## src/rtl/brick_lookup_scheduler.sv

```systemverilog
// Brick lookup scheduler.
// Two requesters (video renderer and ball physics) share one divide-by-12
// column decoder and the brick bitmap. One lookup is accepted per cycle and
// its result appears two cycles later. Ball lookups may clear the brick they
// hit, which keeps the remaining-brick count and the level-clear flag current.
module brick_lookup_scheduler #(
    parameter int ROWS       = 8,
    parameter int COLS       = 6,
    parameter int STARVE_MAX = 3,
    parameter int CNT_W      = 6
) (
    input  logic             clk,
    input  logic             reset,
    input  logic             init,
    input  logic             vid_req,
    input  logic [5:0]       vid_x,
    input  logic [2:0]       vid_row,
    output logic             vid_gnt,
    output logic             vid_valid,
    output logic             vid_brick,
    output logic [3:0]       vid_rem,
    input  logic             ball_req,
    input  logic [5:0]       ball_x,
    input  logic [2:0]       ball_row,
    input  logic             ball_clear,
    output logic             ball_gnt,
    output logic             ball_valid,
    output logic             ball_hit,
    output logic [CNT_W-1:0] bricks_left,
    output logic             all_clear
);

    localparam int CELLS = ROWS * COLS;
    localparam int IDX_W = $clog2(CELLS);
    localparam int SC_W  = $clog2(STARVE_MAX + 1);

    // Divide a 6-bit coordinate by 12: returns {quotient[2:0], remainder[3:0]}.
    // The true remainder is below 16, so it equals the low nibble of x minus
    // the low nibble of 12*q, which keeps the subtraction 4 bits wide.
    function automatic logic [6:0] div12(input logic [5:0] x);
        logic [2:0] q;
        logic [3:0] sub;
        if (x >= 6'd60) begin
            q = 3'd5;
        end else if (x >= 6'd48) begin
            q = 3'd4;
        end else if (x >= 6'd36) begin
            q = 3'd3;
        end else if (x >= 6'd24) begin
            q = 3'd2;
        end else if (x >= 6'd12) begin
            q = 3'd1;
        end else begin
            q = 3'd0;
        end
        case (q)
            3'd0:    sub = 4'd0;
            3'd1:    sub = 4'd12;
            3'd2:    sub = 4'd8;
            3'd3:    sub = 4'd4;
            3'd4:    sub = 4'd0;
            3'd5:    sub = 4'd12;
            default: sub = 4'd0;
        endcase
        return {q, x[3:0] - sub};
    endfunction

    logic                flush_s;
    logic                accept_s;
    logic [5:0]          sel_x_s;
    logic [2:0]          sel_row_s;
    logic                sel_clear_s;
    logic [6:0]          div_s;

    logic [SC_W-1:0]     starve_cnt_r;

    logic                s1_valid_r;
    logic                s1_is_ball_r;
    logic                s1_clear_r;
    logic [2:0]          s1_row_r;
    logic [2:0]          s1_quot_r;
    logic [3:0]          s1_rem_r;
    logic [IDX_W-1:0]    s1_idx_s;
    logic                s1_in_range_s;
    logic                s1_bit_s;
    logic                s1_do_clear_s;

    logic [CELLS-1:0]    bitmap_r;
    logic [CNT_W-1:0]    bricks_left_r;

    logic                vid_valid_r;
    logic                vid_brick_r;
    logic [3:0]          vid_rem_r;
    logic                ball_valid_r;
    logic                ball_hit_r;

    assign flush_s  = reset | init;
    assign accept_s = vid_gnt | ball_gnt;

    // Arbitration: video by default, ball when video is idle or the ball has starved.
    always_comb begin
        vid_gnt  = 1'b0;
        ball_gnt = 1'b0;
        if (flush_s) begin
            vid_gnt  = 1'b0;
            ball_gnt = 1'b0;
        end else if (ball_req && (!vid_req || (starve_cnt_r == SC_W'(STARVE_MAX)))) begin
            ball_gnt = 1'b1;
        end else if (vid_req) begin
            vid_gnt = 1'b1;
        end else begin
            vid_gnt  = 1'b0;
            ball_gnt = 1'b0;
        end
    end

    // Stage 0 operand mux feeding the shared divider.
    always_comb begin
        sel_x_s     = vid_x;
        sel_row_s   = vid_row;
        sel_clear_s = 1'b0;
        if (ball_gnt) begin
            sel_x_s     = ball_x;
            sel_row_s   = ball_row;
            sel_clear_s = ball_clear;
        end else begin
            sel_x_s     = vid_x;
            sel_row_s   = vid_row;
            sel_clear_s = 1'b0;
        end
        div_s = div12(sel_x_s);
    end

    // Count consecutive denied ball cycles, saturating at the starvation limit.
    always_ff @(posedge clk) begin
        if (flush_s) begin
            starve_cnt_r <= {SC_W{1'b0}};
        end else if (ball_req && !ball_gnt) begin
            if (starve_cnt_r != SC_W'(STARVE_MAX)) begin
                starve_cnt_r <= starve_cnt_r + SC_W'(1);
            end else begin
                starve_cnt_r <= starve_cnt_r;
            end
        end else begin
            starve_cnt_r <= {SC_W{1'b0}};
        end
    end

    // Stage 1 register: capture the decoded cell and requester of the accepted lookup.
    always_ff @(posedge clk) begin
        if (flush_s) begin
            s1_valid_r   <= 1'b0;
            s1_is_ball_r <= 1'b0;
            s1_clear_r   <= 1'b0;
            s1_row_r     <= 3'd0;
            s1_quot_r    <= 3'd0;
            s1_rem_r     <= 4'd0;
        end else begin
            s1_valid_r <= accept_s;
            if (accept_s) begin
                s1_is_ball_r <= ball_gnt;
                s1_clear_r   <= sel_clear_s;
                s1_row_r     <= sel_row_s;
                s1_quot_r    <= div_s[6:4];
                s1_rem_r     <= div_s[3:0];
            end else begin
                s1_is_ball_r <= s1_is_ball_r;
                s1_clear_r   <= s1_clear_r;
                s1_row_r     <= s1_row_r;
                s1_quot_r    <= s1_quot_r;
                s1_rem_r     <= s1_rem_r;
            end
        end
    end

    // Stage 1 bitmap read; out-of-range cells read as absent and are never cleared.
    always_comb begin
        s1_idx_s      = IDX_W'(s1_row_r) * IDX_W'(COLS) + IDX_W'(s1_quot_r);
        s1_in_range_s = (int'(s1_row_r) < ROWS) && (int'(s1_quot_r) < COLS);
        if (s1_in_range_s) begin
            s1_bit_s = bitmap_r[s1_idx_s];
        end else begin
            s1_bit_s = 1'b0;
        end
        s1_do_clear_s = s1_valid_r && s1_is_ball_r && s1_clear_r && s1_bit_s;
    end

    // Bitmap and remaining count: reload on reset/init, clear a hit brick otherwise.
    always_ff @(posedge clk) begin
        if (flush_s) begin
            bitmap_r      <= {CELLS{1'b1}};
            bricks_left_r <= CNT_W'(CELLS);
        end else if (s1_do_clear_s) begin
            bitmap_r[s1_idx_s] <= 1'b0;
            if (bricks_left_r != {CNT_W{1'b0}}) begin
                bricks_left_r <= bricks_left_r - CNT_W'(1);
            end else begin
                bricks_left_r <= bricks_left_r;
            end
        end else begin
            bitmap_r      <= bitmap_r;
            bricks_left_r <= bricks_left_r;
        end
    end

    // Stage 2 result registers: one-cycle valid pulse, data held until the next result.
    always_ff @(posedge clk) begin
        if (flush_s) begin
            vid_valid_r  <= 1'b0;
            vid_brick_r  <= 1'b0;
            vid_rem_r    <= 4'd0;
            ball_valid_r <= 1'b0;
            ball_hit_r   <= 1'b0;
        end else begin
            vid_valid_r  <= s1_valid_r && !s1_is_ball_r;
            ball_valid_r <= s1_valid_r && s1_is_ball_r;
            if (s1_valid_r && !s1_is_ball_r) begin
                vid_brick_r <= s1_bit_s;
                vid_rem_r   <= s1_rem_r;
            end else begin
                vid_brick_r <= vid_brick_r;
                vid_rem_r   <= vid_rem_r;
            end
            if (s1_valid_r && s1_is_ball_r) begin
                ball_hit_r <= s1_bit_s;
            end else begin
                ball_hit_r <= ball_hit_r;
            end
        end
    end

    assign vid_valid   = vid_valid_r;
    assign vid_brick   = vid_brick_r;
    assign vid_rem     = vid_rem_r;
    assign ball_valid  = ball_valid_r;
    assign ball_hit    = ball_hit_r;
    assign bricks_left = bricks_left_r;
    assign all_clear   = (bricks_left_r == {CNT_W{1'b0}});

endmodule

```

## config.mk

```make
export PLATFORM = sky130hd
export DESIGN_NAME = brick_lookup_scheduler
export DESIGN_NICKNAME = d
export VERILOG_FILES = /design/src/rtl/brick_lookup_scheduler.sv
export SDC_FILE = /design/constraint.sdc
export NUM_CORES = 1
export LEC_CHECK = 0
export ABC_AREA = 0
export BUFFER_PORTS_ARGS = -buffer_cell sky130_fd_sc_hd__clkbuf_2
export CAP_MARGIN = 20
export CORE_MARGIN = 3
export CORE_UTILIZATION = 61
export CTS_BUF_LIST = sky130_fd_sc_hd__clkbuf_4
export DETAILED_ROUTE_END_ITERATION = 8
export GPL_TIMING_DRIVEN = 1
export PLACE_DENSITY = 0.79
export SETUP_SLACK_MARGIN = 0.15
export SLEW_MARGIN = 5
export SYNTH_ARGS = -nofsm -noshare
export SYNTH_HDL_FRONTEND = slang
export SYNTH_SLANG_ARGS = --single-unit
```

## constraint.sdc

```tcl
create_clock -name clk -period 3.8 [get_ports clk]
set_clock_uncertainty 0.05 [all_clocks]
set_input_delay 0.57 -clock clk [delete_from_list [all_inputs] [get_ports clk]]
set_output_delay 0.57 -clock clk [all_outputs]
set_load 0.02 [all_outputs]
```

==> impl_metrics.py, run 1 <==
metrics = {
    "status": {
        "outcome": "finished clean",
    },
    "worst_hold_path": {
        "worst_hold_path.num_cells": 3,
        "hp-start": "vid_row[2]",
        "hp-class": "in -> reg",
        "holdPathEnd": "s1_row_r[2]",
    },
    "floorplan": {
        "rows": 27,
        "fp.dieW_um": 83.9,
        "core_um2": 5680,
        "start_util_pct": 65.3,
        "ioPinCount": 41,
        "die-height_um": 83.9,
        "dieArea_um2": 7040,
    },
    "detailed_routing": {
        "routed_wl_um": 8880,
        "antenna_left": 0,
        "via_count": 3268,
        "firstDrtPassIters": 5,
        "wire_per_inst_um": 16.3,
        "drc_errors": 0,
        "viasPerCell": 6.00,
        "drt_iter0_drc": 249,
    },
    "worst_setup_path": {
        "critPathMaxFanout": 15,
        "r2r_setup_slack_ns": 0.41,
        "crit_path_frequent_cell": "buf_4",
        "cp.arrival_ns": 3.70,
        "r2r_cells": 12,
        "crit_type": "reg -> reg",
        "startpoint_type": "flip-flop",
        "path_cells": "ha_1 -> inv_1 -> fa_2 -> buf_4 -> nor3b_1 -> a211oi_1 -> o2111ai_1 -> a21oi_1 -> a2111oi_4 -> buf_4 -> a21bo_1 -> mux2i_1",
        "critical_path_required_ns": 4.11,
        "r2r-end": "bricks_left[0]",
        "max_stage_delay_ns": 0.72,
        "r2r_start": "s1_row_r[1]",
        "cpMaxStageDelayCell": "fa_2",
        "cp-end-kind": "flip-flop",
    },
    "placed_design": {
        "io_buffer_count": 40,
        "place_congestion": 0.875,
        "dp_cells": 527,
        "dp_slack_ns": 0.103,
        "dp_hpwl_um": 6200,
    },
    "sta": {
        "timing.fmax_mhz": 295,
        "final_hold_viol_count": 0,
        "final-setup-viol-count": 0,
        "tns_ns": 0,
        "rsz0062_at_grt": "no",
        "maxSlewHeadroom_pct": 33.7,
        "worstMarginPinSlew_ns": 0.987,
        "min_period_over_period_pct": 89.2,
        "slew_viol_final": 0,
        "fin_ws_ns": 0.410,
        "fin_crit_ns": 3.39,
    },
    "cts": {
        "cts.sink_count": 77,
        "clockBufferDepth": 2,
        "path_clk_slew_ns": 0.13,
        "cts_buffers": 9,
        "cts-hold-fix-buffers": 0,
        "cts_root_buffer": "clkbuf_4",
        "cts_tree": "built",
        "h-tree-depth": 3,
        "clk_latency_ns": 0.42,
    },
    "final_layout": {
        "finalNonFillerCells": 545,
        "area_delta_synth_final_pct": 12.2,
        "final_common_cell": "dfxtp_1",
        "final_cell_mix": "77 x dfxtp_1, 74 x nor2_1, 63 x a21oi_1",
        "final_core_util_pct": 73.3,
        "nNetsFinal": 503,
        "antenna_cells": 0,
        "layout-drive-gt1-share_pct": 17.5,
    },
    "global_route": {
        "grt_usage_pct": 25.9,
        "busiest_layer": "met2",
        "grt_pass1_vias": 3062,
        "antenna_found_initial": 0,
        "gr-total-overflow": 0,
        "grt_pass1_wl_um": 14600,
        "grt_use_met1_pct": 35.9,
        "grt_max_degree": 44,
        "gr-usage-met2_pct": 40.6,
        "met3_usage_pct": 4.84,
    },
    "yosys": {
        "synth_async_sr_flop_share_pct": 0,
        "ys.flop_type": "dfxtp_1",
        "synth.yosys.seq_area_share_pct": 41.6,
        "synth_area_um2": 3700,
        "synth_warnings": 0,
        "synth_area_per_cell_um2": 8.66,
        "synth_seq_cells": 77,
        "syn-num-nets": 463,
        "synth_cells": 428,
        "ys_types": 61,
        "synth-edff-count": 0,
    },
    "pwr": {
        "p_clk_share_pct": 36.7,
        "switching_power_w": 0.000393,
        "leakage_nw": 1.66,
        "swShare_pct": 25.5,
        "combPwrFrac_pct": 10.3,
        "power.internal_w": 0.00115,
        "p_total_w": 0.00154,
        "peakVddDrop_mv": 0.388,
        "p_per_area_nw_per_um2": 371,
        "p_seq_share_pct": 53.0,
    },
    "job": {
        "max_cap_violations": 0,
    },
}
## area by class of cell
type                            instances  area (um^2)
Timing Repair Buffer                   52          303
Clock inverter                          6         85.1
Sequential cell                        77         1540
Inverter                               18         67.6
Clock buffer                           10         75.1
Multi-Input combinational cell        310         2000
Tap cell                               72         90.1
Fill cell                             443         1520
## sequential cells by signal, summed over array words and instances, names as in the netlist, 2 cells and up
| signal | cells |
|---|---|
| bricks_left | 6 |
| s1_row_r | 3 |
| s1_rem_r | 4 |
| s1_quot_r | 3 |
| starve_cnt_r | 2 |
| vid_rem | 4 |
| bitmap_r | 48 |
## synth_stat cells (all sizes together), types with 9 or more instances
cell | instances | area share, %
a21oi | 63 | 8.5
buf | 10 | 1.5
clkbuf | 13 | 1.3
dfxtp | 77 | 42
ha | 9 | 3.0
inv | 17 | 1.7
mux2i | 18 | 4.9
nand2 | 20 | 2.0
nand3 | 12 | 1.6
nor2 | 75 | 7.7
nor3 | 11 | 1.6
o21ai | 13 | 1.8
## worst max-delay path, delay by kind of cell, from the launching register on
family	cells	cell delay (ns)
adder cells (fa/ha/maj)	2	1.06
buffers and inverters	3	0.51
multiplexers	1	0.19
AO/OA/AOI/OAI	5	0.95
AND/OR/NAND/NOR	1	0.19
flip-flops	1	0.39
## power groups by stage
stage / sequential, W / clock [W] / combinational [W]
after global placement: 0.000835 / 0 / 0.000146
after global routing: 0.000818 / 0.000597 / 0.000173
after detailed placement: 0.000835 / 0 / 0.000153
final: 0.000817 / 0.000567 / 0.000159
after CTS: 0.000817 / 0.000568 / 0.000154
after floorplan: 0.000835 / 0 / 0.000107
## layer usage
layer | wire, um | part of all wire, % | vias up
li1 | - | - | 1600
met1 | 3990 | 45 | 1534
met2 | 4070 | 46 | 115
met3 | 643 | 7.2 | 19
met4 | 172 | 1.9 | 0
met5 | 0 | 0 | -
## per-stage QoR
| stage | hold slack (ns) | area [um^2] |
|---|---|---|
| floorplan | 0.355 | 3700 |
| global placement | 0.362 | 3960 |
| detailed placement | 0.371 | 3980 |
| CTS | 0.340 | 4140 |
| global route | 0.340 | 4160 |
| finish | 0.344 | 4160 |
## cell families after synthesis
group / Yosys count / share of synthesized area [%]
xor gates and xnor gates: 3 / 0.709
buffers and inverters: 41 / 4.59
adders and majority gates: 13 / 4.66
AOI/OAI and AO/OA: 111 / 19.1
DFF: 77 / 41.6
muxes: 26 / 8.81
and+or+nand+nor: 157 / 20.5
## repair_timing
item	CTS	global route
gates resized for setup	1	0
setup buffers	0	2
cloned	0	0
pin swaps	0	2
endpoints found under the setup margin	2	8
## how the worst max path moves through the flow
stage,start,endpoint,slack (ns),depth (start not counted)
floorplan,s1_row_r[1],bricks_left[0],0.64,12
global placement,s1_row_r[1],bricks_left[1],0.25,11
detailed placement,s1_row_r[1],bricks_left[0],0.10,11
CTS,s1_row_r[1],bricks_left[0],0.24,11
global route,s1_row_r[1],bricks_left[2],0.20,12
finish,s1_row_r[1],bricks_left[0],0.41,12
No activity file was read; power rests on OpenSTA's default activity.
==> run 2: changes to the inputs <==
--- a/config.mk
+++ b/config.mk
@@ -8,12 +8,14 @@
 export ABC_AREA = 0
 export BUFFER_PORTS_ARGS = -buffer_cell sky130_fd_sc_hd__clkbuf_2
 export CAP_MARGIN = 20
+export CELL_PAD_IN_SITES_DETAIL_PLACEMENT = 1
+export CELL_PAD_IN_SITES_GLOBAL_PLACEMENT = 1
 export CORE_MARGIN = 3
-export CORE_UTILIZATION = 61
-export CTS_BUF_LIST = sky130_fd_sc_hd__clkbuf_4
+export CORE_UTILIZATION = 46
+export CTS_BUF_LIST = sky130_fd_sc_hd__clkbuf_8
 export DETAILED_ROUTE_END_ITERATION = 8
 export GPL_TIMING_DRIVEN = 1
-export PLACE_DENSITY = 0.79
+export PLACE_DENSITY = 0.78
 export SETUP_SLACK_MARGIN = 0.15
 export SLEW_MARGIN = 5
 export SYNTH_ARGS = -nofsm -noshare
==> run 2 against run 1 <==
  * Global-route usage decreased by 2.0 points
  * Sequential cell count unchanged
  * Via count increased by 1.7%
  * Critical path depth unchanged
  * Largest power group unchanged
  * Combinational power about the same
  * Wire length increased by 15%
==> impl_metrics.py, run 2 (same netlist as run 1, synthesis figures left out) <==
metrics = {
    "status": {
        "outcome": "finished clean",
    },
    "floorplan": {
        "rows": 32,
        "die-height_um": 95.7,
        "core_um2": 7770,
        "ioPinCount": 41,
        "dieArea_um2": 9170,
        "start_util_pct": 47.7,
        "fp.dieW_um": 95.7,
    },
    "job": {
        "max_cap_violations": 0,
    },
    "global_route": {
        "grt_pass1_vias": 3345,
        "grt_pass1_wl_um": 16800,
        "gr-total-overflow": 0,
        "antenna_found_initial": 0,
        "grt_usage_pct": 23.8,
        "grt_max_degree": 49,
    },
    "cts": {
        "cts_tree": "built",
        "clk_latency_ns": 0.34,
        "path_clk_slew_ns": 0.08,
        "clockBufferDepth": 2,
        "h-tree-depth": 3,
        "cts-hold-fix-buffers": 0,
        "cts.sink_count": 77,
        "cts_root_buffer": "clkbuf_8",
        "cts_buffers": 9,
    },
    "detailed_routing": {
        "viasPerCell": 5.79,
        "drt_iter0_drc": 178,
        "via_count": 3324,
        "drc_errors": 0,
        "firstDrtPassIters": 4,
        "wire_per_inst_um": 17.7,
        "antenna_left": 0,
        "routed_wl_um": 10200,
    },
    "worst_setup_path": {
        "crit_type": "reg -> reg",
        "critical_path_required_ns": 4.01,
        "startpoint_type": "flip-flop",
        "critPathMaxFanout": 11,
        "cp_num_buf_inv": 3,
        "path_depth": 12,
        "r2r_start": "s1_row_r[1]",
        "crit_start": "s1_row_r[1]",
        "cp.arrival_ns": 3.54,
        "path_cells": "ha_1 -> inv_1 -> fa_2 -> buf_4 -> nor2_1 -> a211oi_1 -> o2111ai_1 -> a21oi_1 -> a2111oi_4 -> buf_4 -> a21bo_1 -> a211oi_2",
        "cp_top_family": "compound AO/OA/AOI/OAI gates",
        "cp-end-kind": "flip-flop",
        "max_stage_delay_ns": 0.67,
        "r2r_cells": 12,
        "cpMaxStageDelayCell": "fa_2",
        "crit_path_frequent_cell": "buf_4",
    },
    "sta": {
        "final-setup-viol-count": 0,
        "rsz0062_at_grt": "no",
        "tns_ns": 0,
        "slew_viol_final": 0,
        "min_period_over_period_pct": 87.5,
        "final_hold_viol_count": 0,
        "worstMarginPinSlew_ns": 1.13,
        "fin_crit_ns": 3.33,
        "timing.fmax_mhz": 301,
        "maxSlewHeadroom_pct": 23.8,
    },
    "worst_hold_path": {
        "worst_hold_path.num_cells": 1,
        "hp-class": "reg -> reg",
        "hp-start": "starve_cnt_r[0]",
    },
    "final_layout": {
        "final_cell_mix": "77 x dfxtp_1, 74 x nor2_1, 63 x a21oi_1",
        "finalNonFillerCells": 574,
        "multi_input_area_um2": 2000,
        "nNetsFinal": 504,
        "max_flop_register": "bitmap_r",
        "final_common_cell": "dfxtp_1",
        "antenna_cells": 0,
        "area_delta_synth_final_pct": 13.6,
        "layout-drive-gt1-share_pct": 17.4,
        "largest_reg_flops": 48,
        "seqCellArea_um2": 1540,
        "fillers": 968,
    },
    "placed_design": {
        "dp_hpwl_um": 7290,
        "io_buffer_count": 40,
        "place_congestion": 0.878,
        "dp_cells": 559,
    },
    "pwr": {
        "leakage_nw": 1.67,
        "peakVddDrop_mv": 0.301,
        "p_per_area_nw_per_um2": 373,
    },
}
==> run 2: cell types whose count changed in the layout (fill, tap and decap cells not counted) <==
cell and delta:
inv_1 +2, bufinv_16 -1, clkinv_1 -2, inv_6 -2
clkinv_2 +1, clkbuf_8 +10, clkbuf_4 -10, buf_4 +2
buf_12 -1
==> run 2: path summary, 6_finish.rpt <==
| kind | end | slack [ns] |
|---|---|---|
| max | bricks_left[1] | 0.47 |
| min | starve_cnt_r[0] | 0.39 |
| max reg2reg | bricks_left[1] | 0.47 |
| min reg2reg | starve_cnt_r[0] | 0.39 |
==> run 2: final cells by class <==
cell class,instances,share of cell area (%)
Sequential cell,77,36.6
Timing Repair Buffer,53,7.07
Clock buffer,10,3.27
Tap cell,102,3.03
Inverter,18,1.60
Clock inverter,4,1.01
Multi-Input combinational cell,310,47.4
==> run 2: metrics by stage <==
step                utilization [%]  instance area [um^2]  worst slack, ns  total power [W]  hold slack (ns)
floorplan                         -                  3700            0.643         0.000942            0.355
global placement               51.8                  4020            0.305         0.000987            0.368
detailed placement             51.8                  4020            0.175         0.000992            0.381
CTS                            54.1                  4200            0.155          0.00159            0.392
global route                   54.2                  4210            0.191          0.00165            0.414
finish                         54.2                  4210            0.475          0.00157            0.386
==> run 2: repair_timing <==
| action | in CTS | in global routing |
|---|---|---|
| setup endpoints to repair | 0 | 8 |
| resized for setup | 0 | 1 |
| setup buffers | 0 | 1 |
==> run 2: where the power goes <==
group          total [W]  switching, W  internal, W
Combinational   0.000159     0.0000972    0.0000619
Clock           0.000596      0.000287     0.000309
Sequential      0.000817    0.00000530     0.000812
==> run 2: per-layer routing <==
layer  global-route usage [%]  routed length (um)  up-vias
met3                     5.47                 461       19
li1                         -                   -     1603
met5                        0                   0        -
met2                     41.1                5100       72
met1                     29.4                4410     1630
met4                     7.58                 210        0
==> run 3: changes to the inputs <==
--- a/config.mk
+++ b/config.mk
@@ -15,6 +15,7 @@
 export CTS_BUF_LIST = sky130_fd_sc_hd__clkbuf_8
 export DETAILED_ROUTE_END_ITERATION = 8
 export GPL_TIMING_DRIVEN = 1
+export MAX_ROUTING_LAYER = met4
 export PLACE_DENSITY = 0.78
 export SETUP_SLACK_MARGIN = 0.15
 export SLEW_MARGIN = 5
==> run 3 against run 2 <==
  * Non-clock buffer count did not move
  * Final area did not move
  * Register-to-register slack got worse by 0.02 ns
  * Setup slack got worse by 0.016 ns
  * Critical path type unchanged
  * Critical path depth did not move
  * First-iteration DRC count rose by 6.2%
  * Fmax fell by 0.49%
  * Sequential cell count did not move
  * Utilization did not move
  * Count of clock-buffer cells in the layout did not move
==> impl_metrics.py, run 3 (same netlist as run 1, synthesis figures left out) <==
metrics = {
    "status": {
        "outcome": "finished clean",
    },
    "sta": {
        "worstMarginPinSlew_ns": 1.11,
        "min_period_over_period_pct": 87.9,
        "final_hold_viol_count": 0,
        "fin_crit_ns": 3.34,
        "maxSlewHeadroom_pct": 25.7,
        "slew_viol_final": 0,
        "timing.fmax_mhz": 299,
        "final-setup-viol-count": 0,
        "rsz0062_at_grt": "no",
        "tns_ns": 0,
    },
    "job": {
        "max_cap_violations": 0,
    },
    "floorplan": {
        "dieArea_um2": 9170,
        "start_util_pct": 47.7,
        "die-height_um": 95.7,
        "fp.dieW_um": 95.7,
        "rows": 32,
        "core_um2": 7770,
        "ioPinCount": 41,
    },
    "worst_setup_path": {
        "cp.arrival_ns": 3.56,
        "r2r_setup_slack_ns": 0.46,
        "crit_path_frequent_cell": "buf_4",
        "cpMaxStageDelayCell": "fa_2",
        "path_cells": "ha_1 -> inv_1 -> fa_2 -> buf_4 -> nor3b_1 -> a211oi_1 -> o2111ai_1 -> a21oi_1 -> a2111oi_4 -> buf_4 -> a21bo_1 -> a211oi_2",
        "cp-end-kind": "flip-flop",
        "critical_path_required_ns": 4.02,
        "crit_type": "reg -> reg",
        "startpoint_type": "flip-flop",
        "max_stage_delay_ns": 0.53,
        "critPathMaxFanout": 11,
    },
    "pwr": {
        "p_per_area_nw_per_um2": 374,
        "peakVddDrop_mv": 0.301,
        "leakage_nw": 1.67,
    },
    "detailed_routing": {
        "viasPerCell": 5.76,
        "firstDrtPassIters": 4,
        "drt_iter0_drc": 189,
        "antenna_left": 0,
        "wire_per_inst_um": 17.8,
        "drc_errors": 0,
        "routed_wl_um": 10200,
        "via_count": 3306,
    },
    "final_layout": {
        "layout-drive-gt1-share_pct": 17.4,
        "area_delta_synth_final_pct": 13.6,
        "nNetsFinal": 504,
        "final_common_cell": "dfxtp_1",
        "max_flop_register": "bitmap_r",
        "largest_reg_flops": 48,
        "antenna_cells": 0,
        "final_cell_mix": "77 x dfxtp_1, 74 x nor2_1, 63 x a21oi_1",
        "final_core_util_pct": 54.2,
    },
    "cts": {
        "cts.sink_count": 77,
        "cts_root_buffer": "clkbuf_8",
        "path_clk_slew_ns": 0.08,
        "cts-hold-fix-buffers": 0,
        "cts_buffers": 9,
        "clk_latency_ns": 0.35,
        "h-tree-depth": 3,
        "cts_tree": "built",
        "clockBufferDepth": 2,
    },
    "global_route": {
        "antenna_found_initial": 0,
        "grt_usage_pct": 24.5,
        "grt_pass1_vias": 3341,
        "grt_max_degree": 49,
        "gr-total-overflow": 0,
        "grt_pass1_wl_um": 16700,
    },
    "placed_design": {
        "io_buffer_count": 40,
        "dp_hpwl_um": 7290,
        "place_congestion": 0.892,
    },
    "worst_hold_path": {
        "hp-class": "reg -> reg",
    },
}
[run 3: layer usage]
metal | wire length (um) | GRT usage [%] | vias to the layer above
met2 | 5050 | 41.3 | 67
li1 | - | - | 1604
met1 | 4460 | 29.3 | 1611
met4 | 240 | 7.58 | 0
met5 | 0 | - | -
met3 | 449 | 5.39 | 24
[run 3: worst paths after layout]
| path | from | to | cells after the start |
|---|---|---|---|
| worst max-delay path | s1_row_r[1] | bricks_left[1] | 12 |
| worst min register to register | starve_cnt_r[0] | starve_cnt_r[0] | 1 |
| worst min-delay path | starve_cnt_r[0] | starve_cnt_r[0] | 1 |
| worst max register to register | s1_row_r[1] | bricks_left[1] | 12 |
[run 3: area by class of cell]
type                       instances  area, um^2
inverter                          18        67.6
fill                             968        3560
sequential                        77        1540
timing repair buffer              53         298
clock buffer                      10         138
clock inverter                     4        42.5
multi-input combinational        310        2000
tap                              102         128
[run 3: repair_timing]
item	in CTS	in global routing
gates resized for setup	0	1
buffers inserted	0	1
endpoints found under the hold margin	0	0
setup endpoints to repair	0	8
[run 3: power by group]
group / leakage [nW] / switching, W / internal (W)
sequential: 0.624 / 0.00000533 / 0.000812
clock: 0.101 / 0.000289 / 0.000309
combinational: 0.950 / 0.0000971 / 0.0000619
total: 1.67 / 0.000391 / 0.00118
[run 3: per-stage QoR]
stage | instances | hold slack, ns | instance area, um^2 | total power, W | setup slack, ns
final | 574 | 0.389 | 4210 | 0.00157 | 0.459
after CTS | 573 | 0.392 | 4200 | 0.00159 | 0.155
after floorplan | 428 | 0.355 | 3700 | 0.000942 | 0.643
after global placement | 559 | 0.368 | 4020 | 0.000987 | 0.305
after global routing | 574 | 0.414 | 4210 | 0.00165 | 0.191
after detailed placement | 559 | 0.381 | 4020 | 0.000992 | 0.175
[run 3: critical path: cells and delay by family (launching register included)]
family | cells | cell delay, ns
flip-flops | 1 | 0.43
AND/OR/NAND/NOR | 1 | 0.13
buffers and inverters | 3 | 0.51
AO/OA/AOI/OAI | 6 | 1.32
adder cells (fa/ha/maj) | 2 | 0.82
